<file path="src/rtl/coproc_pkg.sv">
// coproc_pkg: shared constants and clamp helper for the matrix coprocessor.
// State encodings and the signed 8-bit saturation limits live here.
package coproc_pkg;

  localparam logic [1:0] ST_IDLE = 2'd0;
  localparam logic [1:0] ST_ACC  = 2'd1;
  localparam logic [1:0] ST_HOLD = 2'd2;

  localparam logic signed [7:0] S8_MAX = 8'sd127;
  localparam logic signed [7:0] S8_MIN = 8'sh80;

  // Returns {sat_flag, clamped_value} for a 16-bit signed input.
  function automatic logic [8:0] clamp_s16(
    input logic signed [15:0] v
  );
    logic [8:0] r;
    if (v > 16'sd127)
      r = {1'b1, S8_MAX};
    else if (v < -16'sd128)
      r = {1'b1, S8_MIN};
    else
      r = {1'b0, v[7:0]};
    return r;
  endfunction

endpackage

</file>
<file path="src/rtl/dot_acc8_sat_add8.sv">
// dot_acc8_sat_add8: signed 8-bit add with clamp to [-128, 127].
// sat is high whenever the true sum fell outside the 8-bit range.
module sat_add8
  import coproc_pkg::*;
(
  input  logic [7:0] a,
  input  logic [7:0] b,
  output logic [7:0] sum,
  output logic       sat
);

  logic signed [15:0] wide;

  // Sign-extend both operands, add exactly, then clamp.
  always_comb begin
    wide       = 16'($signed(a)) + 16'($signed(b));
    {sat, sum} = clamp_s16(wide);
  end

endmodule

</file>
<file path="src/rtl/dot_acc8.sv">
// dot_acc8: sums LEN signed products into a saturated 8-bit result.
// DOT_ACC8_WIDE_ACC_EN: 16-bit accumulate, clamp once at the end.
module dot_acc8
  import coproc_pkg::*;
#(
  parameter int LEN   = 4,
  parameter int CNT_W = 4
) (
  input  logic       clk,
  input  logic       rst_n,
  input  logic       in_valid,
  output logic       in_ready,
  input  logic [7:0] in_prod,
  input  logic       in_ovf,
  output logic       out_valid,
  input  logic       out_ready,
  output logic [7:0] out_sum,
  output logic       out_ovf,
  output logic       busy
);

  localparam logic [CNT_W-1:0] LEN_C = CNT_W'(LEN);

  logic [1:0]       state;
  logic [CNT_W-1:0] cnt;
  logic [CNT_W-1:0] cnt_inc;
  logic             ovf_sticky;
  logic             ovf_base;
  logic             ovf_nxt;
  logic             accept;
  logic             drop;
  logic             last;
  logic             in_idle;
  logic             in_hold;
  logic [7:0]       fin_sum;
  logic             fin_sat;

`ifdef DOT_ACC8_WIDE_ACC_EN
  logic signed [15:0] acc;
  logic signed [15:0] acc_base;
  logic signed [15:0] acc_nxt;

  // Exact running sum; overflow only reflects multiplier flags here.
  always_comb begin
    acc_base = in_idle ? 16'sd0 : acc;
    acc_nxt  = acc_base + 16'($signed(in_prod));
    ovf_nxt  = ovf_base | in_ovf;
  end

  // One clamp on the final sum; acc is stable while holding.
  always_comb begin
    {fin_sat, fin_sum} = clamp_s16(acc);
  end
`else
  logic [7:0] acc;
  logic [7:0] acc_base;
  logic [7:0] acc_nxt;
  logic       add_sat;

  sat_add8 u_add (
    .a   (acc_base),
    .b   (in_prod),
    .sum (acc_nxt),
    .sat (add_sat)
  );

  // Per-step saturation; each clamp is folded into the sticky flag.
  always_comb begin
    acc_base = in_idle ? 8'd0 : acc;
    ovf_nxt  = ovf_base | in_ovf | add_sat;
    fin_sum  = acc;
    fin_sat  = 1'b0;
  end
`endif

  // Handshake and sequencing terms, decoded from state only.
  always_comb begin
    in_idle  = (state == ST_IDLE);
    in_hold  = (state == ST_HOLD);
    in_ready = (state == ST_IDLE) | (state == ST_ACC);
    busy     = !in_idle;
    accept   = in_valid & in_ready;
    drop     = out_valid & out_ready;
    ovf_base = in_idle ? 1'b0 : ovf_sticky;
    cnt_inc  = (in_idle ? '0 : cnt) + 1'b1;
    last     = (cnt_inc == LEN_C);
  end

  // Result is only driven while holding, zero otherwise.
  always_comb begin
    out_valid = in_hold;
    out_sum   = in_hold ? fin_sum : 8'd0;
    out_ovf   = in_hold & (ovf_sticky | fin_sat);
  end

  // Accumulate on accept, clear on drop or reset.
  always_ff @(posedge clk) begin
    if (!rst_n) begin
      state      <= ST_IDLE;
      acc        <= '0;
      ovf_sticky <= 1'b0;
      cnt        <= '0;
    end else begin
      unique case (1'b1)
        (state == ST_IDLE),
        (state == ST_ACC): begin
          if (accept) begin
            acc        <= acc_nxt;
            ovf_sticky <= ovf_nxt;
            cnt        <= cnt_inc;
            state      <= last ? ST_HOLD : ST_ACC;
          end
        end
        (state == ST_HOLD): begin
          if (drop) begin
            acc        <= '0;
            ovf_sticky <= 1'b0;
            cnt        <= '0;
            state      <= ST_IDLE;
          end
        end
        default: state <= ST_IDLE;
      endcase
    end
  end

endmodule

</file>
<file path="config.mk">
export PLATFORM = sky130hd
export DESIGN_NAME = dot_acc8
export DESIGN_NICKNAME = d
export VERILOG_FILES = /design/src/rtl/coproc_pkg.sv /design/src/rtl/dot_acc8_sat_add8.sv /design/src/rtl/dot_acc8.sv
export SDC_FILE = /design/constraint.sdc
export NUM_CORES = 1
export LEC_CHECK = 0
export CAP_MARGIN = 20
export CORE_UTILIZATION = 33
export DETAILED_ROUTE_END_ITERATION = 16
export PLACE_DENSITY = 0.61
export SLEW_MARGIN = 5
export SYNTH_ARGS = -nofsm -noshare
export SYNTH_HDL_FRONTEND = slang
export SYNTH_SLANG_ARGS = --single-unit
</file>
<file path="constraint.sdc">
create_clock -name clk -period 3.1 [get_ports clk]
set_input_delay 0.31 -clock clk [delete_from_list [all_inputs] [get_ports clk]]
set_output_delay 0.31 -clock clk [all_outputs]
set_load 0.01 [all_outputs]
</file>
==> impl_metrics.json <==
{
  "grt_max_degree": 14,
  "nets": 208,
  "criticalPathCategory": "reg2reg",
  "critPathMaxFanout": 8,
  "clk_latency_ns": 0.25,
  "drive_above_1_share_pct": 7.10,
  "r2r_start": "state[0]",
  "synthDistinctLibCells": 41,
  "die_area_mm2": 0.00405,
  "firstDrtPassIters": 4,
  "cts_tree": "yes",
  "power.leakage_nw": 0.633,
  "yosysTopAreaCell": "dfxtp_1",
  "syn_area_mm2": 0.00125,
  "clock_sinks": 15,
  "synth_top_area_share_pct": 24.0,
  "status": "completed",
  "synth_area_leaders": "dfxtp_1, ha_1, nor2b_1",
  "min_from": "acc[6]",
  "finalCritPeriodShare_pct": 89.4,
  "slew_violations": 0,
  "critPathMaxStageDelay_ns": 0.40,
  "start_util_pct": 34.2,
  "required_ns": 3.25,
  "synth_edf_count": 0,
  "hpwl_mm": 2.45,
  "yosysMostFrequentCell": "dfxtp_1",
  "std_cell_rows": 22,
  "power_frac_seq_pct": 40.3,
  "portBuffers": 24,
  "p_sw_uw": 179,
  "yosys_warnings": 0,
  "fin_area_mm2": 0.00160,
  "fin_crit_ns": 2.77,
  "ys_seq_area_share_pct": 24.0,
  "synthToLayoutAreaGrowth_pct": 28.0,
  "hold_viol": 0,
  "peakVddDrop_uv": 203,
  "setup_viol_count_final": 0,
  "post_drt_wl_per_cell_um": 13.7,
  "die_y_um": 63.6,
  "synthCells": 157,
  "switching_share_pct": 31.5,
  "first_iter_violations": 90,
  "internal_power_uw": 390,
  "worst_slew_pin_slew_ns": 0.659,
  "cts_made_buffers": 3,
  "post_dp_cell_area_mm2": 0.00156,
  "fmax_ghz": 0.361,
  "final_antenna_net_count": 0,
  "arrival_ns": 2.93,
  "cp_top_family": "compound AO/OA/AOI/OAI gates",
  "vias": 1266,
  "core_mm2": 0.00366,
  "post_cts_buffers": 0,
  "top_level_ports": 25,
  "root_buffer": "clkbuf_8",
  "cts_max_level": 1,
  "maxCapViolations": 0,
  "via_per_inst": 5.48,
  "path_buf_inv": 0,
  "synthArstFlopShare_pct": 0,
  "clockBufferDepth": 2,
  "drc_errors": 0,
  "cp-end-kind": "flip-flop",
  "ys_ff_latch": 15,
  "min_to": "acc[6]",
  "antenna_found_initial": 0,
  "gp_congestion": 0.819,
  "clock_skew_ns": 0.00214,
  "r2r-end": "ovf_sticky",
  "start_kind": "flip-flop",
  "maxSlewHeadroom_pct": 55.9,
  "grt.total_usage_pct": 16.6,
  "pwr-share-comb_pct": 31.8,
  "synthesis.nets": 181,
  "synth-main-ff-cell": "dfxtp_1",
  "hold_depth": 2,
  "synth_commonest_cells": "dfxtp_1, nor2_1, nor2b_1",
  "overflow": 0,
  "rsz0062_at_grt": "false",
  "clkPwrFrac_pct": 27.9,
  "wirelength_mm": 3.18,
  "hold_path.class": "reg2reg",
  "die_x_um": 63.6,
  "grt_pass1_wl_mm": 5.33,
  "antennaDiodeCount": 0,
  "worstRegToRegCells": 9,
  "clk_transition_reported_paths_ns": 0.06,
  "cp_slowest_cell": "fa_1",
  "grt_pass1_vias": 1213,
  "r2r_setup_slack_ns": 0.33,
  "worstPathCellList": "nor2_2 -> nor2b_1 -> ha_1 -> fa_1 -> a21o_1 -> a221oi_1 -> o21bai_1 -> or3_1 -> a311oi_1",
  "power_density_mw_per_mm2": 355,
  "finalSetupTns_ns": 0,
  "avgSynthCellArea_um2": 7.98
}
==> registers in the layout, indices dropped and copies added, names as in the netlist <==
| register | cells |
|---|---|
| cnt | 4 |
| state | 2 |
| acc | 8 |
| ovf_sticky | 1 |
==> timing repair <==
item | 4_1_cts | 5_1_grt
endpoints found under the hold margin | 0 | 0
setup endpoints to repair | 0 | 5
resized for setup | 0 | 1
hold buffers | 0 | 0
==> cell type report <==
type / count / area [um^2]
multi-input cells: 129 / 897
well taps: 48 / 60.1
repair buffers: 29 / 278
inverters: 6 / 22.5
fillers: 385 / 2060
clock buffers: 4 / 45.0
flip-flops and latches: 15 / 300
==> cells by family (layout without fill, tap and decap cells) <==
logic type	Yosys count	in the layout	synth area share, %
AO/OA/AOI/OAI	47	47	26.8
buffers and inverters	13	39	4.59
adder cells (fa/ha/maj)	11	11	11.6
AND/OR/NAND/NOR	65	65	28.9
flip-flops	15	15	24.0
XOR/XNOR	6	6	4.20
==> cell usage in the layout, fill, tap and decap left out, types with 6 or more instances in the layout <==
cell	count
a21oi_1	7
a32oi_1	7
and2_1	9
clkdlybuf4s50_1	24
dfxtp_1	15
ha_1	10
inv_1	6
nand2_1	7
nand3_1	7
nor2_1	12
nor2b_1	12
o21ai_0	8
==> worst reg2reg max path: cells and delay by family (launching register included) <==
| family | cells | cell delay (ns) |
|---|---|---|
| AOI/OAI and AO/OA | 4 | 0.97 |
| adders and majority gates | 2 | 0.61 |
| DFF | 1 | 0.39 |
| and+or+nand+nor | 3 | 0.72 |
==> layer usage <==
layer,GRT usage [%],wire length [um]
met5,0,0
met2,30.1,1580
met3,1.63,106
met4,5.97,42
met1,19.9,1450
==> how the worst max path moves through the flow <==
stage               startpoint         end  slack [ns]  depth (start not counted)
finish                state[0]  ovf_sticky        0.33                          9
global route          state[0]  ovf_sticky        0.02                          9
CTS                   state[0]  ovf_sticky        0.18                          9
detailed placement    state[0]  ovf_sticky        0.24                          9
global placement      state[0]  ovf_sticky        0.35                          9
floorplan             state[0]  ovf_sticky        0.22                         10
==> power by group through the flow <==
stage	combinational, mW	sequential (mW)	clock (mW)
detailed placement	0.179	0.233	0
CTS	0.181	0.229	0.162
global placement	0.175	0.234	0
finish	0.181	0.229	0.158
global route	0.202	0.232	0.172
floorplan	0.130	0.227	0
==> metrics by stage <==
| step | setup WS, ns | utilization (%) | instances | power [mW] | hold slack (ns) |
|---|---|---|---|---|---|
| CTS | 0.179 | 43.7 | 231 | 0.572 | 0.477 |
| global route | 0.0219 | 43.8 | 231 | 0.606 | 0.505 |
| floorplan | 0.216 | - | 157 | 0.358 | 0.437 |
| global placement | 0.349 | 42.5 | 227 | 0.409 | 0.471 |
| finish | 0.327 | 43.8 | 231 | 0.569 | 0.480 |
| detailed placement | 0.238 | 42.5 | 227 | 0.412 | 0.461 |
Power figures use the tool's default switching activity.
